### config.mk
export PLATFORM = sky130hd
export DESIGN_NAME = hs_join_fork_ctrl
export DESIGN_NICKNAME = d
export VERILOG_FILES = /design/src/rtl/hs_ctrl_pkg.sv /design/src/rtl/hs_delay_counter.sv /design/src/rtl/hs_join_fork_ctrl.sv
export SDC_FILE = /design/constraint.sdc
export NUM_CORES = 1
export LEC_CHECK = 0
export CORE_MARGIN = 4
export CORE_UTILIZATION = 50
export CTS_BUF_LIST = sky130_fd_sc_hd__clkbuf_4
export DETAILED_ROUTE_END_ITERATION = 10
export PLACE_DENSITY = 0.75
export SLEW_MARGIN = 20
export SYNTH_ARGS = -nofsm -noshare
export SYNTH_HDL_FRONTEND = slang
export SYNTH_SLANG_ARGS = --single-unit
### constraint.sdc
create_clock -name clk_i -period 3.53 [get_ports clk_i]
set_input_delay 0.353 -clock clk_i [delete_from_list [all_inputs] [get_ports clk_i]]
set_output_delay 0.353 -clock clk_i [all_outputs]
set_load 0.01 [all_outputs]
### src/rtl/hs_ctrl_pkg.sv
// Shared types and constants for the join/delay/fork handshake controller.
package hs_ctrl_pkg;

  localparam int unsigned MAX_CHAN    = 8;
  localparam int unsigned DEF_DELAY_W = 8;
  localparam int unsigned DEF_CNT_W   = 16;

  typedef enum logic [1:0] {
    StIdle,
    StDelay,
    StReq,
    StRtz
  } hs_state_e;

endpackage

### src/rtl/hs_delay_counter.sv
// Programmable matched-delay down-counter: load on IDLE exit, signal done at count 1.
module hs_delay_counter #(
  parameter int unsigned DELAY_W = 8
) (
  input  logic               clk_i,
  input  logic               rst_ni,
  input  logic               load_i,
  input  logic [DELAY_W-1:0] load_val_i,
  input  logic               dec_i,
  output logic               done_o
);

  logic [DELAY_W-1:0] cnt_d, cnt_q;

  always_comb begin
    cnt_d = cnt_q;
    if (load_i) begin
      cnt_d = load_val_i;
    end else if (dec_i && (cnt_q != '0)) begin
      cnt_d = cnt_q - DELAY_W'(1);
    end
  end

  always_ff @(posedge clk_i or negedge rst_ni) begin
    if (!rst_ni) begin
      cnt_q <= '0;
    end else begin
      cnt_q <= cnt_d;
    end
  end

  assign done_o = (cnt_q == DELAY_W'(1));

endmodule

### src/rtl/hs_join_fork_ctrl.sv
// N-input join, programmable matched delay and M-output fork with 4-phase handshakes,
// sticky protocol-error flag and a completed-token counter.
module hs_join_fork_ctrl
  import hs_ctrl_pkg::*;
#(
  parameter int unsigned NUM_IN  = 3,
  parameter int unsigned NUM_OUT = 4,
  parameter int unsigned DELAY_W = DEF_DELAY_W,
  parameter int unsigned CNT_W   = DEF_CNT_W
) (
  input  logic               clk_i,
  input  logic               rst_ni,
  input  logic               start_i,
  input  logic [DELAY_W-1:0] delay_i,
  input  logic [NUM_IN-1:0]  req_in_i,
  output logic [NUM_IN-1:0]  ack_in_o,
  output logic [NUM_OUT-1:0] req_out_o,
  input  logic [NUM_OUT-1:0] ack_out_i,
  output logic               busy_o,
  output logic               err_o,
  output logic [CNT_W-1:0]   tok_cnt_o
);

  if (NUM_IN < 1 || NUM_IN > MAX_CHAN || NUM_OUT < 1 || NUM_OUT > MAX_CHAN) begin : gen_bad_chan
    $error("hs_join_fork_ctrl: NUM_IN/NUM_OUT out of range");
  end

  hs_state_e          state_d, state_q;
  logic [NUM_IN-1:0]  ack_in_d, ack_in_q;
  logic [NUM_IN-1:0]  req_in_q;
  logic [NUM_OUT-1:0] ack_seen_d, ack_seen_q;
  logic [NUM_OUT-1:0] ack_out_q;
  logic [CNT_W-1:0]   tok_d, tok_q;
  logic               err_d, err_q;
  logic               join_ok, enter_req, cnt_load, cnt_dec, cnt_done;
  logic               err_ack_fall, err_ack_early, err_req_early;

  // A start_i token counts as a complete join; both at once still make one token.
  assign join_ok = ((&req_in_i) | start_i) & ~(|ack_in_q);

  always_comb begin
    state_d    = state_q;
    ack_seen_d = ack_seen_q;
    tok_d      = tok_q;
    enter_req  = 1'b0;
    cnt_load   = 1'b0;
    cnt_dec    = 1'b0;
    unique case (state_q)
      StIdle: begin
        if (join_ok) begin
          cnt_load = 1'b1;
          if (delay_i == '0) begin
            state_d   = StReq;
            enter_req = 1'b1;
          end else begin
            state_d = StDelay;
          end
        end
      end
      StDelay: begin
        cnt_dec = 1'b1;
        if (cnt_done) begin
          state_d   = StReq;
          enter_req = 1'b1;
        end
      end
      StReq: begin
        ack_seen_d = ack_seen_q | ack_out_i;
        if (&ack_seen_d) begin
          state_d = StRtz;
        end
      end
      StRtz: begin
        if (ack_out_i == '0) begin
          state_d = StIdle;
          tok_d   = tok_q + CNT_W'(1);
        end
      end
      default: state_d = StIdle;
    endcase
    if (enter_req) begin
      ack_seen_d = '0;
    end
  end

  // Input acks rise only for requests still high at REQ entry, then release bit by bit.
  assign ack_in_d = (enter_req ? {NUM_IN{1'b1}} : ack_in_q) & req_in_i;

  assign err_ack_fall  = (state_q == StReq) & (|(ack_seen_q & ack_out_q & ~ack_out_i));
  assign err_ack_early = ((state_q == StIdle) | (state_q == StDelay)) & (|ack_out_i);
  assign err_req_early = (state_q == StDelay) & (|(req_in_q & ~req_in_i));
  assign err_d         = err_q | err_ack_fall | err_ack_early | err_req_early;

  hs_delay_counter #(
    .DELAY_W(DELAY_W)
  ) u_delay_counter (
    .clk_i     (clk_i),
    .rst_ni    (rst_ni),
    .load_i    (cnt_load),
    .load_val_i(delay_i),
    .dec_i     (cnt_dec),
    .done_o    (cnt_done)
  );

  always_ff @(posedge clk_i or negedge rst_ni) begin
    if (!rst_ni) begin
      state_q    <= StIdle;
      ack_in_q   <= '0;
      req_in_q   <= '0;
      ack_seen_q <= '0;
      ack_out_q  <= '0;
      tok_q      <= '0;
      err_q      <= 1'b0;
    end else begin
      state_q    <= state_d;
      ack_in_q   <= ack_in_d;
      req_in_q   <= req_in_i;
      ack_seen_q <= ack_seen_d;
      ack_out_q  <= ack_out_i;
      tok_q      <= tok_d;
      err_q      <= err_d;
    end
  end

  assign req_out_o = {NUM_OUT{state_q == StReq}};
  assign ack_in_o  = ack_in_q;
  assign busy_o    = (state_q != StIdle);
  assign err_o     = err_q;
  assign tok_cnt_o = tok_q;

endmodule

==> summary.md, run 1 <==
| Metric | Value |
|---|---|
| Commonest cells after routing, fill and taps aside | `41 x dfrtp_1, 41 x clkdlybuf4s50_1, 16 x nor2_1, 13 x inv_1, 11 x xnor2_1` |
| CTS Sinks | `41` |
| Initial antenna violation count | `0` |
| Setup slack after layout | `1.28 ns` |
| Total Routed Length | `4.17 mm` |
| Post-synthesis sequential area ratio | `between 40% and 50%` |
| Clock Path Buffers | `2` |
| Worst Path Required | `3.18 ns` |
| Total die area | `5240 sq um` |
| Total power | `approximately 750 uW` |
| Max cap viols | `0` |
| Nets@finish | `259` |
| Post-CTS Setup Inserts | `0` |
| Post_cts resized | `0` |
| Clock transition at path regs | `0.12 ns` |
| Final period util | `63.9%` |
| GR peak layer | `met2` |
| Crit start category | `flop` |
| DR pass1 iterations | `5` |
| Root buffer selected by CTS | `clkbuf_4` |
| Largest net degree at the start of global routing | `42` |
| Slew Limit Fails | `0` |
| Die Span Y | `72.4 um` |
| Die Width | `72.4 um` |
| PwrDens | `290 nW/um^2` |
| Seq. cell area | `roughly 1000 sq um` |
| GRT met3 Usage | `4.29%` |
| Total grt overflow | `0` |
| ANT nets after route | `0` |
| Dominant synthesized flop cell | `dfrtp_1` |
| Worst hold path type | `in2async` |
| Maximum vdd drop | `0.186 mV` |
| PortBufs | `42` |
| Final Cell Area | `between 2000 and 3000 sq um` |
| M1 GR Usage | `between 20% and 30%` |
| Vias in the first global route | `~1500` |
| Initial Utilization | `51.9%` |
| Cell Area, Synth | `2070 sq um` |
| Hold_buf cts | `0` |
| Endpoints failing setup | `0` |
| GRT Util Overall | `17.5%` |
| Post-Syn Nets | `216` |
| Dpl hpwl | `3.07 mm` |
| TNS Setup | `0 ns` |
| I/O pins | `43` |
| CP endpoint kind | `primary output` |
| Post-synth cell types | `46` |
| Status | `completed` |
| Layout cell share with drive strength beyond 1 | `7.73%` |
| Cells after Synth | `190` |
| Max Clk Rate | `0.443 GHz` |
| Number of DRC markers in iteration 0 | `103` |
| Multi-input logic area | `955 sq um` |
| DRC Markers | `0` |
| Final Hold Viols | `0` |
| DP Worst Slack | `1.11 ns` |
| Antenna diodes | `0` |
| Vias per cell | `around 5.4` |
| Fill cells | `between 300 and 400` |
| Actual slew at the worst max-slew pin | `between 0.9 and 1 ns` |
| GPL Wtd Cong | `between 0.7 and 0.8` |
| Worst skew pair latency | `roughly 0.34 ns` |
| Num rows | `23` |
| Syn Area/Cell | `10.9 sq um` |
| Ys Warns | `0` |
| Worst slew margin | `39.4%` |
| Routed wire per std cell | `14.7 um` |
| Htree depth | `2` |
| Synth Register Bits | `41` |
| CP Class | `reg2out` |
| Core area | `4000 sq um` |
| Leakage | `~0.0012 uW` |
| CTS tree | `done` |
| Share of flip-flops with an asynchronous set or reset | `100%` |
| Crit path DAT | `between 1.5 and 2 ns` |
| Via count | `1515` |
| Worst Path Max Fanout | `11` |
| Min Clock Period, post-route | `2.25 ns` |
| Global routing usage on met2 | `a little over a quarter` |
| RSZ-0062 raised after global routing | `no` |
| Num CTS Buffers | `5` |
| Post-place instance area | `~2500 sq um` |
| Number of synthesized flops with an enable pin | `0` |
| Clock Skew | `0.0100 ns` |
| Syn-to-layout area delta | `23.8%` |
| Post-Route Utilization | `64.2%` |
| First-pass GRT wire length | `7.14 mm` |
[worst paths after layout]
| check | from | endpoint | slack, ns | cells after the start |
|---|---|---|---|---|
| max | state_q[0] | req_out_o[0] | 1.28 | 3 |
| min | rst_ni | tok_cnt_o[9] | 0.12 | 1 |
| max reg2reg | u_delay_counter.cnt_q[4] | ack_seen_q[0] | 1.46 | 4 |
| min reg2reg | tok_cnt_o[15] | tok_cnt_o[15] | 0.47 | 1 |
| max in group asynchronous | rst_ni | u_delay_counter.cnt_q[7] | 2.83 | 1 |
| min in group clk_i | tok_cnt_o[15] | tok_cnt_o[15] | 0.47 | 1 |
[metal layers]
layer	part of all wire (%)	up-vias	routed length [um]
met2	47	31	1980
met1	48	718	2000
met5	0	-	0
met3	3.6	4	149
li1	-	762	-
met4	1.1	0	46
[cell usage after synthesis (4+ instances only)]
master	n	area share, %
a21oi_1	10	2.4
and3_1	4	1.2
dfrtp_1	41	49
ha_1	8	4.8
inv_1	13	2.4
nand2_1	9	1.6
nand3_1	7	1.7
nor2_1	16	2.9
nor3_1	6	1.4
xnor2_1	11	4.6
xor2_1	8	3.4
[where the power goes]
group          switching, uW  total (uW)  internal (uW)
logic                   20.4        39.1           18.7
clock network            148         232           83.6
registers               1.04         475            473
[critical path: stages (launching register included)]
cell,delay (ns)
dfrtp_1,0.43
inv_1,0.11
ha_1,0.40
clkdlybuf4s50_1,0.62
[state kept, by name, summed over array words and instances, names as in the netlist]
name                   count
u_delay_counter.cnt_q      8
ack_out_q                  4
req_in_q                   3
tok_cnt_o                 16
ack_in_o                   3
err_o                      1
ack_seen_q                 4
state_q                    2
[per-stage QoR]
| step | hold slack [ns] | std cells |
|---|---|---|
| floorplan | 0.0574 | 190 |
| global placement | 0.461 | 276 |
| detailed placement | 0.460 | 276 |
| CTS | 0.149 | 283 |
| global route | 0.184 | 283 |
| finish | 0.122 | 283 |
[logic make-up (layout without fill, tap and decap cells)]
| kind of cell | after synthesis | count (layout) | share of synthesized area (%) |
|---|---|---|---|
| and+or+nand+nor | 60 | 60 | 16.4 |
| xor gates and xnor gates | 19 | 19 | 8.02 |
| adders and majority gates | 8 | 8 | 4.83 |
| buffers and inverters | 20 | 63 | 4.52 |
| AOI/OAI and AO/OA | 35 | 35 | 12.8 |
| muxes | 7 | 7 | 3.98 |
| DFF | 41 | 41 | 49.5 |
[layout make-up]
cell class                      count  share of cell area [%]
Inverter                           13                    1.90
Timing Repair Buffer               43                    16.5
Clock buffer                        6                    1.75
Clock inverter                      1                   0.341
Tap cell                           50                    2.44
Multi-Input combinational cell    129                    37.2
Sequential cell                    41                    39.9
Power figures use the tool's default switching activity.
==> inputs of run 2 (changes only) <==
==> constraint.sdc (replaced) <==
create_clock -name clk_i -period 2.2 [get_ports clk_i]
set_input_delay 0.22 -clock clk_i [delete_from_list [all_inputs] [get_ports clk_i]]
set_output_delay 0.22 -clock clk_i [all_outputs]
set_load 0.01 [all_outputs]
==> run 2 against run 1 <==
- the run now ends with hold timing left
- final area rose by 0.68%
- setup slack worse by 1.1 ns
- critical path depth up 1
- final cell count rose by 1.1%
- sequential share of layout area decreased by 0.27 points
- clock power up 57%
- register-to-register slack got worse by 1.3 ns
- non-clock buffer count rose by 2
- global-route usage is 0.079 points lower
- via count is 1.4% higher
- routed wire length is 0.70% lower
- highest routed layer unchanged
==> summary.md, run 2 (synthesis gave the netlist of run 1 again) <==
| Metric | Value |
|---|---|
| Internal | `912 uW (was 576 uW)` |
| Vias per cell | `5.37 (was 5.35)` |
| Root buffer selected by CTS | `clkbuf_4 (unchanged)` |
| R2R Setup Slk | `0.14 ns (was 1.46 ns)` |
| Crit path DAT | `2.34 ns (was 1.90 ns)` |
| Final Hold Viols | `35 (was 0)` |
| Antenna diodes | `0 (unchanged)` |
| Worst skew pair latency | `0.35 ns (was 0.34 ns)` |
| CP Class | `reg2reg (was reg2out)` |
| CTS Sinks | `41 (unchanged)` |
| DRC Markers | `0 (unchanged)` |
| Fill cells | `324 (was 347)` |
| First-pass GRT wire length | `7.17 mm (was 7.14 mm)` |
| Core area | `4000 sq um (unchanged)` |
| Total power | `1190 uW (was 745 uW)` |
| Post-Layout Cell Count | `286 (was 283)` |
| RSZ-0062 raised after global routing | `no (unchanged)` |
| Post-CTS Setup Inserts | `0 (unchanged)` |
| Worst Path Max Fanout | `7 (was 11)` |
| Crit start category | `flop (unchanged)` |
| Vias in the first global route | `1556 (was 1516)` |
| Combinational cell fraction of total power | `5.2% (was 5.3%)` |
| Commonest cells after routing, fill and taps aside | `41 x dfrtp_1, 41 x clkdlybuf4s50_1, 16 x nor2_1, 13 x inv_1, 11 x xnor2_1 (unchanged)` |
| Multi-input logic area | `957 sq um (was 955 sq um)` |
| CP max stage cell | `or4_1 (was clkdlybuf4s50_1)` |
| ANT nets after route | `0 (unchanged)` |
| Die Span Y | `72.4 um (unchanged)` |
| Worst slew margin | `42.2% (was 39.4%)` |
| Via count | `1536 (was 1515)` |
| Die Width | `72.4 um (unchanged)` |
| PwrDens | `459 nW/um^2 (was 290 nW/um^2)` |
| Dpl hpwl | `3.10 mm (was 3.07 mm)` |
| Num rows | `23 (unchanged)` |
| Net Sw Frac | `23.2% (was 22.7%)` |
| Initial antenna violation count | `0 (unchanged)` |
| Max FFs per register | `16 (unchanged)` |
| Num CTS Buffers | `5 (unchanged)` |
| Final hold slack | `-0.0329 ns (was 0.122 ns)` |
| CTS tree | `done (unchanged)` |
| GPL Wtd Cong | `0.774 (was 0.773)` |
| Clock transition at path regs | `0.13 ns (was 0.12 ns)` |
| Seq pwr share | `64.1% (was 63.7%)` |
| Htree depth | `2 (unchanged)` |
| GRT Util Overall | `17.4% (was 17.5%)` |
| Status | `finished, violations left (was completed)` |
| Endpoints failing setup | `0 (unchanged)` |
| Leakage | `0.00116 uW (was 0.00115 uW)` |
| Total grt overflow | `0 (unchanged)` |
| Crit path largest cell delay | `0.73 ns (was 0.62 ns)` |
| Failing checks | `hold timing` |
| Hold_buf cts | `0 (unchanged)` |
| Largest net degree at the start of global routing | `42 (unchanged)` |
| Total die area | `5240 sq um (unchanged)` |
| Max cap viols | `0 (unchanged)` |
| P_sw | `275 uW (was 169 uW)` |
| I/O pins | `43 (unchanged)` |
| Post-Route Utilization | `64.7% (was 64.2%)` |
| Worst hold path type | `in2async (unchanged)` |
| Clock share of power | `30.6% (was 31.1%)` |
| Routed wire per std cell | `14.5 um (was 14.7 um)` |
| Final period util | `93.7%` |
| PortBufs | `42 (unchanged)` |
| Actual slew at the worst max-slew pin | `0.867 ns (was 0.910 ns)` |
| Maximum vdd drop | `0.424 mV (was 0.186 mV)` |
| Max Clk Rate | `0.485 GHz` |
| Initial Utilization | `51.9% (unchanged)` |
| Number of DRC markers in iteration 0 | `75 (was 103)` |
| Seq. cell area | `1030 sq um (unchanged)` |
| Nets@finish | `261 (was 259)` |
| DR pass1 iterations | `4 (was 5)` |
| Syn-to-layout area delta | `24.7% (was 23.8%)` |
| Slew Limit Fails | `0 (unchanged)` |
| Total Routed Length | `4.14 mm (was 4.17 mm)` |
| TNS Setup | `0 ns (unchanged)` |
| Layout cell share with drive strength beyond 1 | `8.47% (was 7.73%)` |
| Clock Path Buffers | `2 (unchanged)` |
| Post-placement cell count | `278 (was 276)` |
| Critical path, cell by cell | `or4_1, nor4b_4, o2bb2ai_1, o21a_1 (was inv_1, ha_1, clkdlybuf4s50_1)` |
| CP endpoint kind | `flop (was primary output)` |
| Min Clock Period, post-route | `slightly above 2 ns` |
| Worst Path Required | `2.48 ns (was 3.18 ns)` |
| Clock Skew | `0.0165 ns (was 0.0100 ns)` |
==> run 2: cell count changes in the layout (fill, tap and decap cells not counted), sizes merged <==
cell / before / now
buf: 2 / 4
clkbuf: 6 / 5
clkinv: 1 / 2
inv: 13 / 14
==> run 2: area by class of cell <==
cell class                 count  share of cell area, %
timing repair buffer          45                   16.9
inverter                      13                   1.89
multi-input combinational    129                   37.0
clock buffer                   5                   1.45
sequential                    41                   39.7
tap                           50                   2.42
clock inverter                 3                  0.629
==> run 2: path summary, 6_finish.rpt <==
path                       cells after the start                        to                      from
setup reg to reg                               4               ack_in_o[0]  u_delay_counter.cnt_q[5]
hold / removal                                 1             tok_cnt_o[12]                    rst_ni
max in group asynchronous                      1  u_delay_counter.cnt_q[3]                    rst_ni
hold reg to reg                                1             tok_cnt_o[15]             tok_cnt_o[15]
setup / recovery                               4               ack_in_o[0]  u_delay_counter.cnt_q[5]
min in group clk_i                             1               req_in_q[2]               req_in_i[2]
==> run 2: metrics by stage <==
stage | cell area (sq um) | hold WS [ns] | setup WS, ns
CTS | 2580 | 0.00282 | 0.0714
floorplan | 2070 | -0.0756 | 0.356
detailed placement | 2530 | 0.393 | 0.156
finish | 2590 | -0.0329 | 0.139
global route | 2590 | 0.0267 | 0.0179
global placement | 2530 | 0.409 | 0.178
==> run 2: power groups by stage <==
stage | Combinational (uW) | Clock [uW] | Sequential (uW)
6_report | 62.2 | 364 | 762
3_3_place_gp | 63.5 | 0 | 776
4_1_cts | 63.8 | 377 | 762
3_5_place_dp | 63.5 | 0 | 776
5_1_grt | 70.2 | 416 | 763
2_1_floorplan | 7.40 | 0 | 776
==> run 2: routing by layer <==
metal  global-route usage, %  vias up  wire, um
li1                        -      766         -
met1                    23.2      734      2000
met2                    27.7       30      1940
met3                    3.88        6       152
met4                    6.56        0        49
met5                       0        -         0
==> run 2: repair_timing <==
| item | 4_1_cts | 5_1_grt |
|---|---|---|
| endpoints found under the hold margin | 0 | 0 |
| setup endpoints to repair | 0 | 4 |
| gates resized for setup | 0 | 1 |
==> run 2: critical path, delay by kind of cell (launching register included) <==
kind             cells  cell delay (ns)
AO/OA/AOI/OAI        2             0.54
flip-flops           1             0.42
AND/OR/NAND/NOR      2             1.05
==> inputs of run 3 (changes only) <==
--- a/config.mk
+++ b/config.mk
@@ -14,3 +14,4 @@
 export SYNTH_ARGS = -nofsm -noshare
 export SYNTH_HDL_FRONTEND = slang
 export SYNTH_SLANG_ARGS = --single-unit
+export TNS_END_PERCENT = 100
==> results of run 3 <==
Final layout, timing and power as in run 2 (identical DEF).
==> patch: new RTL, flow settings as in run 2 <==
Register the output `tok_cnt_o` once more; this adds one clock of latency there. The other outputs are not delayed to match.
--- a/src/rtl/hs_join_fork_ctrl.sv
+++ b/src/rtl/hs_join_fork_ctrl.sv
@@ -127,5 +127,7 @@
   assign busy_o    = (state_q != StIdle);
   assign err_o     = err_q;
-  assign tok_cnt_o = tok_q;
+  always_ff @(posedge clk_i) begin
+    tok_cnt_o <= tok_q;
+  end
 
 endmodule
Check against the original RTL: not equivalent (Yosys sat finds a counterexample within 4 cycles, from zero or initial values and one cycle with rst_ni low).
==> patch against run 2 <==
First-iteration DRC count rose by 17%. Clock skew fell by 0.0085 ns. Wire length increased by 8.3%. Final cell count up 13%. Synthesized cell count increased by 9.5%. Final area is 18% higher. Worst setup slack gained 0.043 ns. Total power increased by 67%. Sequential power is 39% higher. Register-to-register slack improved by 0.06 ns. Sequential share of layout area increased by 4.5 points. Sequential cell count up 16. Synthesized area is 14% higher. Hold slack gained 0.39 ns.
==> patch: results (changes against run 2) <==
multi-input gate count: 131 (+1.6%)
GP Congestion: 0.8461 (+9.4%)
vias in the first global route: 1,776 (+14%)
outcome: completed
# diodes: 0 (unchanged)
Clock Sinks: 57 (+39%)
top cells by area, synth: dfrtp_1 43%, dfxtp_1 14%, xnor2_1 4.4%
inverters: 14 (+1)
synth unique cells: 43 (-6.5%)
Slew HR: 40.41% (-1.8 points)
DP HPWL: 3306 µm (+6.7%)
first-pass detailed-route iteration total: 4 (unchanged)
clock-pin slew on the worst setup and hold paths: 0.09 ns (-0.04 ns)
Vias: 1,727 (+12%)
I/O Buffers: 42 (unchanged)
DRT iter0 DRCs: 88 (+17%)
clk_lat worst skew: 0.39 ns (+0.04 ns)
data arrival time at the worst-slack endpoint: 1.80 ns (-0.54 ns)
Synth Net Count: 234 (+8.3%)
CP Max Fanout: 11 (+4)
fill count: 364 (+12%)
Design Area, Final: 3050 µm² (+18%)
count of plain and timing-repair buffers: 52 (+16%)
largest net degree at the start of global routing: 42 (unchanged)
ClkCell Share: 5.168% (+3.1 points)
asr flop ratio synth: 71.93% (-28 points)
placed cell areas: 2880 µm² (+14%)
top flop regs: tok_cnt_o: 16 flops, tok_q: 16 flops, u_delay_counter.cnt_q: 8 flops
Synth top cells by count: 41 x dfrtp_1, 16 x dfxtp_1, 16 x nor2_1, 14 x inv_1
number of buffers created by CTS: 9 (+4)
Pleak: 1.335 nW (+15%)
Peak VDD IR: 324.2 µV (-24%)
initial antenna violation count: 0 (unchanged)
layout cells sized above 1: 12.96% (+4.5 points)
Ys Warns: 0 (unchanged)
fmax: 0.4955 GHz (+2.1%)
Hold Path Class: input port to flop
clk_buf instances: 10 (+5)
DR WL/cell: 13.93 µm (-3.8%)
sw frac: 21.27% (-1.9 points)
Non-clock buffer share: 16.16% (-0.77 points)
overall routing resource usage: 17.21% (-0.17 points)
fraction of area in multi-input gates: 30.68% (-6.3 points)
Final Net Count: 291 (+11%)
first-pass GRT wire length: 8086 µm (+13%)
sequential portion of the cell area: 44.13% (+4.5 points)
Clock Skew: 0.007984 ns (-0.008473 ns)
Seq/Total Area, Yosys: 56.84% (+7.4 points)
CTS root buffer: clkbuf_4
H-tree levels: 3 (+1)
CTS max path bufs: 2 (unchanged)
## patch: cell types whose count changed after synthesis, sizes merged, moves of 2 or more
cell,change
and4,-2
nor3,-2
and3,-2
or4,+2
nand2,+3
nand3,-2
a21oi,+2
nor4,+3
dfxtp,+16
## patch: power groups by stage
stage          sequential (mW)  clock, mW  combinational, mW
2_1_floorplan             1.08          0            0.00942
3_3_place_gp              1.08          0             0.0763
3_5_place_dp              1.08          0             0.0772
4_1_cts                   1.06      0.871             0.0785
5_1_grt                   1.06      0.933             0.0859
6_report                  1.06      0.849             0.0773
## patch: cells by family (layout without fill, tap and decap cells)
logic type / after synthesis / after routing / share of synthesized area [%]
simple gates: 61 / 61 / 14.63
flops: 57 / 57 / 56.84
compound gates: 36 / 36 / 10.35
buf+inv: 20 / 82 / 3.750
xor+xnor: 19 / 19 / 7.026
fa+ha+maj: 8 / 8 / 4.226
mux: 7 / 7 / 3.169
## patch: per-stage QoR
stage | util, % | worst slack [ns] | instances | hold slack (ns)
2_1_floorplan | - | 0.3749 | 208 | -0.07559
3_3_place_gp | 64.37 | 0.04001 | 305 | 0.3529
3_5_place_dp | 64.37 | 0.004758 | 305 | 0.3594
4_1_cts | 68.12 | 0.03953 | 322 | 0.3400
5_1_grt | 68.18 | 0.01813 | 322 | 0.3356
6_report | 68.18 | 0.1820 | 322 | 0.3607
## patch: routing by layer
| metal | up-vias | track usage (%) | wire (µm) |
|---|---|---|---|
| li1 | 862 | - | - |
| met1 | 798 | 22.82 | 2191 |
| met2 | 58 | 25.96 | 1971 |
| met3 | 9 | 4.918 | 236 |
| met4 | 0 | 8.152 | 87 |
| met5 | - | 0 | 0 |
## patch: worst max-delay path, stage by stage, from the launching register on
cell and delay, ns:
dfrtp_1 0.41, inv_1 0.11, ha_2 0.31, clkdlybuf4s50_1 0.58
## patch: final timing paths
| kind | endpoint | from | cells past startpoint | slack [ns] |
|---|---|---|---|---|
| max | req_out_o[1] | state_q[0]$_DFFE_PN0P_ | 3 | 0.18 |
| min in group asynchronous | tok_q[5]$_DFFE_PN0P_ | rst_ni | 2 | 0.49 |
| min | req_in_q[2]$_DFF_PN0_ | req_in_i[2] | 1 | 0.36 |
| max reg2reg | ack_seen_q[2]$_DFFE_PN0P_ | u_delay_counter.cnt_q[5]$_DFFE_PN0P_ | 4 | 0.20 |
| max in group asynchronous | tok_q[11]$_DFFE_PN0P_ | rst_ni | 2 | 1.15 |
| min reg2reg | tok_cnt_o[14]$_DFF_P_ | tok_q[14]$_DFFE_PN0P_ | 0 | 0.39 |
## patch: timing repair
| action | 4_1_cts | 5_1_grt |
|---|---|---|
| buffers inserted | 0 | 0 |
| hold buffers | 1 | 0 |
| endpoints found under the setup margin | 0 | 4 |
| endpoints found under the hold margin | 41 | 0 |
| gates resized for setup | 0 | 1 |
